## src/rtl/breakout_pkg.sv

```systemverilog
// ------------------------------------------------------------------
// breakout_pkg : shared constants and types for the breakout core. Rev 1.0
// ------------------------------------------------------------------
`default_nettype none

package breakout_pkg;

  localparam int SPI_CMD_WR_BIT = 7;
  localparam int SPI_ADDR_W     = 7;

  typedef enum logic [1:0] {
    IDLE    = 2'd0,
    CMD     = 2'd1,
    WR_DATA = 2'd2,
    RD_DATA = 2'd3
  } spi_state_t;

endpackage

`default_nettype wire

```

## src/rtl/spi_pin_sync.sv

```systemverilog
// ------------------------------------------------------------------
// spi_pin_sync : multi-flop synchronizer plus history flop with edge detect. Rev 1.0
// ------------------------------------------------------------------
`default_nettype none

module spi_pin_sync #(
  parameter int   SYNC_STAGES = 2,
  parameter logic RESET_VAL   = 1'b0
) (
  input  logic clk,
  input  logic nRst,
  input  logic pin,
  output logic level,
  output logic rise,
  output logic fall
);

  logic [SYNC_STAGES-1:0] sync_q, sync_d;
  logic                   hist_q, hist_d;

  always_comb begin
    sync_d = {sync_q[SYNC_STAGES-2:0], pin};
    hist_d = sync_q[SYNC_STAGES-1];
  end

  always_ff @(posedge clk) begin
    if (!nRst) begin
      sync_q <= {SYNC_STAGES{RESET_VAL}};
      hist_q <= RESET_VAL;
    end else begin
      sync_q <= sync_d;
      hist_q <= hist_d;
    end
  end

  assign level = sync_q[SYNC_STAGES-1];
  assign rise  = level & ~hist_q;
  assign fall  = ~level & hist_q;

endmodule

`default_nettype wire

```

## src/rtl/spi_reg_slave.sv

```systemverilog
// ------------------------------------------------------------------
// spi_reg_slave : SPI mode-0 slave bridging the pins to a register bus. Rev 1.0
// ------------------------------------------------------------------
`default_nettype none

module spi_reg_slave
  import breakout_pkg::*;
#(
  parameter int ADDR_W      = SPI_ADDR_W,
  parameter int SYNC_STAGES = 2
) (
  input  logic              clk,
  input  logic              nRst,
  input  logic              en,
  input  logic              sck_pin,
  input  logic              ss_pin,
  input  logic              mosi_pin,
  output logic              miso,
  output logic              miso_en,
  output logic [ADDR_W-1:0] reg_addr,
  output logic [7:0]        reg_wdata,
  output logic              reg_wr,
  output logic              reg_rd,
  input  logic [7:0]        reg_rdata,
  output logic              busy
);

  localparam int FLUSH_N = SYNC_STAGES + 1;
  localparam int FLUSH_W = $clog2(FLUSH_N + 1);

  logic sck_level, sck_rise, sck_fall;
  logic ss_level, ss_rise, ss_fall;
  logic mosi_level, mosi_rise, mosi_fall;

  spi_pin_sync #(.SYNC_STAGES(SYNC_STAGES), .RESET_VAL(1'b0)) u_sync_sck (
    .clk(clk), .nRst(nRst), .pin(sck_pin),
    .level(sck_level), .rise(sck_rise), .fall(sck_fall)
  );

  spi_pin_sync #(.SYNC_STAGES(SYNC_STAGES), .RESET_VAL(1'b1)) u_sync_ss (
    .clk(clk), .nRst(nRst), .pin(ss_pin),
    .level(ss_level), .rise(ss_rise), .fall(ss_fall)
  );

  spi_pin_sync #(.SYNC_STAGES(SYNC_STAGES), .RESET_VAL(1'b0)) u_sync_mosi (
    .clk(clk), .nRst(nRst), .pin(mosi_pin),
    .level(mosi_level), .rise(mosi_rise), .fall(mosi_fall)
  );

  logic unused_sync;
  assign unused_sync = &{1'b0, sck_level, ss_rise, mosi_rise, mosi_fall};

  spi_state_t          state_q, state_d;
  logic [2:0]          bit_cnt_q, bit_cnt_d;
  logic [7:0]          rx_q, rx_d;
  logic [7:0]          tx_q, tx_d;
  logic [ADDR_W-1:0]   reg_addr_q, reg_addr_d;
  logic [7:0]          reg_wdata_q, reg_wdata_d;
  logic                reg_wr_q, reg_wr_d;
  logic                reg_rd_q, reg_rd_d;
  logic                cap_q, cap_d;
  logic                miso_q, miso_d;
  logic                armed_q, armed_d;
  logic [FLUSH_W-1:0]  flush_cnt_q, flush_cnt_d;
  logic                flush_done;
  logic [7:0]          rx_byte;

  // The SS preset is flushed out after reset before a fall may start a transaction,
  // so a select already held low across reset release is never mistaken for a new frame.
  assign flush_done = (flush_cnt_q == FLUSH_W'(FLUSH_N));

  always_comb begin
    state_d     = state_q;
    bit_cnt_d   = bit_cnt_q;
    rx_d        = rx_q;
    tx_d        = tx_q;
    reg_addr_d  = reg_addr_q;
    reg_wdata_d = reg_wdata_q;
    reg_wr_d    = 1'b0;
    reg_rd_d    = 1'b0;
    cap_d       = reg_rd_q;
    miso_d      = miso_q;
    armed_d     = armed_q | (ss_level & flush_done);
    flush_cnt_d = flush_done ? flush_cnt_q : flush_cnt_q + FLUSH_W'(1);
    rx_byte     = {rx_q[6:0], mosi_level};

    if (reg_wr_q) begin
      reg_addr_d = reg_addr_q + ADDR_W'(1);
    end

    if (state_q == IDLE) begin
      bit_cnt_d = 3'd0;
      miso_d    = 1'b0;
      if (en && armed_q && ss_fall) begin
        state_d = CMD;
      end
    end else if (!en || ss_level) begin
      state_d   = IDLE;
      bit_cnt_d = 3'd0;
      miso_d    = 1'b0;
    end else begin
      if (sck_rise) begin
        rx_d      = rx_byte;
        bit_cnt_d = bit_cnt_q + 3'd1;
        if (bit_cnt_q == 3'd7) begin
          case (state_q)
            CMD: begin
              reg_addr_d = rx_byte[ADDR_W-1:0];
              if (rx_byte[SPI_CMD_WR_BIT]) begin
                state_d = WR_DATA;
              end else begin
                state_d  = RD_DATA;
                reg_rd_d = 1'b1;
              end
            end
            WR_DATA: begin
              reg_wdata_d = rx_byte;
              reg_wr_d    = 1'b1;
            end
            RD_DATA: begin
              reg_addr_d = reg_addr_q + ADDR_W'(1);
              reg_rd_d   = 1'b1;
            end
            default: ;
          endcase
        end
      end
      if (state_q == RD_DATA) begin
        if (sck_fall) begin
          miso_d = tx_q[7];
          tx_d   = {tx_q[6:0], 1'b0};
        end
      end else begin
        miso_d = 1'b0;
      end
    end

    if (cap_q) begin
      tx_d = reg_rdata;
    end
  end

  always_ff @(posedge clk) begin
    if (!nRst) begin
      state_q     <= IDLE;
      bit_cnt_q   <= 3'd0;
      rx_q        <= 8'd0;
      tx_q        <= 8'd0;
      reg_addr_q  <= '0;
      reg_wdata_q <= 8'd0;
      reg_wr_q    <= 1'b0;
      reg_rd_q    <= 1'b0;
      cap_q       <= 1'b0;
      miso_q      <= 1'b0;
      armed_q     <= 1'b0;
      flush_cnt_q <= '0;
    end else begin
      state_q     <= state_d;
      bit_cnt_q   <= bit_cnt_d;
      rx_q        <= rx_d;
      tx_q        <= tx_d;
      reg_addr_q  <= reg_addr_d;
      reg_wdata_q <= reg_wdata_d;
      reg_wr_q    <= reg_wr_d;
      reg_rd_q    <= reg_rd_d;
      cap_q       <= cap_d;
      miso_q      <= miso_d;
      armed_q     <= armed_d;
      flush_cnt_q <= flush_cnt_d;
    end
  end

  assign busy      = (state_q != IDLE);
  assign miso_en   = busy;
  assign miso      = miso_q;
  assign reg_addr  = reg_addr_q;
  assign reg_wdata = reg_wdata_q;
  assign reg_wr    = reg_wr_q;
  assign reg_rd    = reg_rd_q;

endmodule

`default_nettype wire

```

## config.mk

```make
export PLATFORM = sky130hd
export DESIGN_NAME = spi_reg_slave
export DESIGN_NICKNAME = d
export VERILOG_FILES = /design/src/rtl/breakout_pkg.sv /design/src/rtl/spi_pin_sync.sv /design/src/rtl/spi_reg_slave.sv
export SDC_FILE = /design/constraint.sdc
export NUM_CORES = 1
export LEC_CHECK = 0
export BUFFER_PORTS_ARGS = -buffer_cell sky130_fd_sc_hd__clkbuf_2
export CORE_MARGIN = 2
export CORE_UTILIZATION = 50
export CTS_BUF_LIST = sky130_fd_sc_hd__clkbuf_8
export DETAILED_ROUTE_END_ITERATION = 7
export GPL_TIMING_DRIVEN = 0
export PLACE_DENSITY = 0.73
export SYNTH_ARGS = -nofsm -noshare
export SYNTH_HDL_FRONTEND = slang
export SYNTH_SLANG_ARGS = --single-unit
export TNS_END_PERCENT = 5
```

## constraint.sdc

```tcl
create_clock -name clk -period 1.7 [get_ports clk]
set_input_delay 0.34 -clock clk [delete_from_list [all_inputs] [get_ports clk]]
set_output_delay 0.34 -clock clk [all_outputs]
set_load 0.02 [all_outputs]
```

==> results.tsv <==
metric	value	unit
hold_viol	0	
synth_xor_xnor_area_share	0.0394	
ys_async_sr_fraction	0	
syn2layout_area_growth	15.3	%
dr_wl_met3	174	um
min_period_over_period	0.983	
met2WireLength	1.91	mm
synth-edff-count	0	
r2r_end	reg_wdata[7]$_SDFFE_PN0P_	
grt_antenna_before_repair	0	
max_cap_viol_count	0	
rsz0062_at_grt	true	
relSlewSlack	0.688	
clockPowerShare	0.389	
drt_iter0_drc	81	
cts.sinks	50	
syn_area	0.00222	sq mm
synth_top_area_frac	0.450	
top_layer	met4	
synth_area_leader_cell	dfxtp_1	
leakagePower	1.05	nW
nets	277	
finalSetupViolations	0	
wl_per_cell	13.2	um
synth_common_cells	dfxtp_1 (50), mux2i_1 (30), nor2b_1 (18)	
final_max_slew_viol_count	0	
dpl-instance-area	0.00245	sq mm
crit_type	reg -> out	
ff2ff_path_depth	7	
hold_ws	226	ps
dpl_worst_slack	83.9	ps
arrival	1330	ps
final_core_util	0.593	
power.net_switching	0.450	mW
yosysMostFrequentCell	dfxtp_1	
p_int	1.68	mW
pwr-share-seq	0.566	
worstReg2RegStart	bit_cnt_q[0]$_SDFFE_PP0P_	
hold_depth	2	
grt-ovfl-total	0	
h-tree-depth	2	
vias	1620	
worst_slew_pin_slew	469	ps
synth_cell_types	41	
synth_mux_area_frac	0.140	
crit_path_end_kind	output pin	
yosys.area_share.adder	0.0225	
root_buffer	clkbuf_8	
synth-compound-area-share	0.105	
syn_area_per_cell	10.1	sq um
wl	4.13	mm
start_util	0.514	
track_usage	0.182	
syn-num-nets	238	
r2r_slack	90	ps
switching_share	0.212	
gp_congestion	0.772	
rows	24	
timing.final.ws_setup	29.6	ps
fmax	599	MHz
grt_pass1_vias	1522	
synth_top_family_by_area	simple AND/OR/NAND/NOR gates	
portBuffers	32	
cts_buffer_depth	2	
power_density	828	mW/mm^2
cts_buffers	5	
min_to	u_sync_ss.sync_q[0]$_SDFF_PN1_	
fp.dieH	70.7	um
place_inst	304	
path_clk_slew	90	ps
cts_tree	yes	
fin_cells	312	
vdd_drop_max	0.000575	V
antenna_cells	0	
pwr-share-comb	0.044	
io_pins	34	
tns	0	ps
yosys.area_share.simple	0.193	
drc	0	
core	0.00432	sq mm
holdCritPathClass	in -> reg	
via_per_inst	5.19	
synth_seq_cells	50	
crit_fanout	10	
ys.flop_type	dfxtp_1	
hpwl	2.95	mm
hp-start	ss_pin	
synth-seq-area-share	0.450	
clk_latency	300	ps
drive_gt1_frac	0.208	
period_needed	1670	ps
firstDrtPassIters	4	
postRouteAntennaNets	0	
status	completed	
finClkSkew	11.1	ps
fin_area	0.00256	sq mm
die_area	0.00500	sq mm
grt_start_max_net_pins	16	
netlist_instances	220	
m1WireLength	1.96	mm
die_width	70.7	um
power	2.12	mW
required	1360	ps
yosys-top-cells-area	dfxtp_1 (45%), mux2i_1 (13%), nor2b_1 (5.1%)	
grt_first_pass_wirelength	7.28	mm
startpoint_type	flip-flop	
yosysWarnings	0	
## worst max-delay path by stage
stage / from / end / slack (ps) / cells after the start
2_1_floorplan: reg_addr[0]$_SDFF_PN0_ / reg_addr[6]$_SDFF_PN0_ / 200 / 6
3_3_place_gp: bit_cnt_q[0]$_SDFFE_PP0P_ / reg_wdata[2]$_SDFFE_PN0P_ / 80 / 7
3_5_place_dp: bit_cnt_q[0]$_SDFFE_PP0P_ / reg_wdata[7]$_SDFFE_PN0P_ / 80 / 7
4_1_cts: state_q[1]$_SDFFE_PN0P_ / miso_en / 10 / 4
5_1_grt: state_q[1]$_SDFFE_PN0P_ / miso_en / -20 / 4
6_report: state_q[1]$_SDFFE_PN0P_ / miso_en / 30 / 4
## final cells by class
type	instances	area, sq um
Buffer	16	100
Clock buffer	5	68.8
Clock inverter	3	41.3
Fill cell	408	1760
Inverter	3	11.3
Multi-Input combinational cell	151	1120
Sequential cell	50	1000
Tap cell	52	65.1
Timing Repair Buffer	32	160
## critical path: stages (launching register included)
cell	delay (ps)
dfxtp_1	300
buf_2	160
or2_4	290
buf_4	130
clkbuf_2	140
## state kept, by name, summed over array words and instances, names as in the netlist
register and flops:
armed_q 1, bit_cnt_q 3, cap_q 1, flush_cnt_q 2, miso 1, reg_addr 7, reg_rd 1, reg_wdata 8
reg_wr 1, rx_q 7, state_q 2, tx_q 8, u_sync_mosi.sync_q 2, u_sync_sck.hist_q 1, u_sync_sck.sync_q 2, u_sync_ss.hist_q 1
u_sync_ss.sync_q 2
## cell families after synthesis
family / after synthesis
buffers and inverters: 19
XOR/XNOR: 10
flip-flops: 50
AND/OR/NAND/NOR: 69
multiplexers: 31
adder cells (fa/ha/maj): 4
AO/OA/AOI/OAI: 37
## layer usage
layer | vias up | GRT usage
met5 | - | 0
met4 | 0 | 0.0881
met3 | 6 | 0.0356
met2 | 31 | 0.281
met1 | 745 | 0.244
li1 | 838 | -
## cells in the final DEF, fill, tap and decap left out, drive strengths merged, types with 2 or more instances in the layout
| cell type | instances |
|---|---|
| a21oi | 13 |
| inv | 4 |
| o211a | 2 |
| nand4 | 5 |
| o21ai | 12 |
| clkbuf | 45 |
| nor2b | 19 |
| and3 | 2 |
| nand3 | 5 |
| nand2 | 9 |
| xor2 | 5 |
| xnor2 | 5 |
| and2 | 7 |
| dfxtp | 50 |
| nand2b | 6 |
| ha | 4 |
| nor2 | 8 |
| nand3b | 3 |
| mux2i | 30 |
| a211o | 2 |
| buf | 8 |
## power by group through the flow
stage          sequential, mW  combinational, mW  clock, mW
2_1_floorplan            1.23             0.0687          0
3_3_place_gp             1.23             0.0941          0
3_5_place_dp             1.23             0.0957          0
4_1_cts                  1.20             0.0961      0.853
5_1_grt                  1.21              0.110      0.893
6_report                 1.20             0.0943      0.827
## what timing repair did
| action | 4_1_cts | 5_1_grt |
|---|---|---|
| pin swaps | 0 | 0 |
| endpoints found under the setup margin | 1 | 7 |
| setup buffers | 0 | 0 |
| hold buffers | 0 | 0 |
| hold endpoints to repair | 0 | 0 |
| resized for setup | 1 | 1 |
Note: power is estimated with default switching activity, not from simulation.
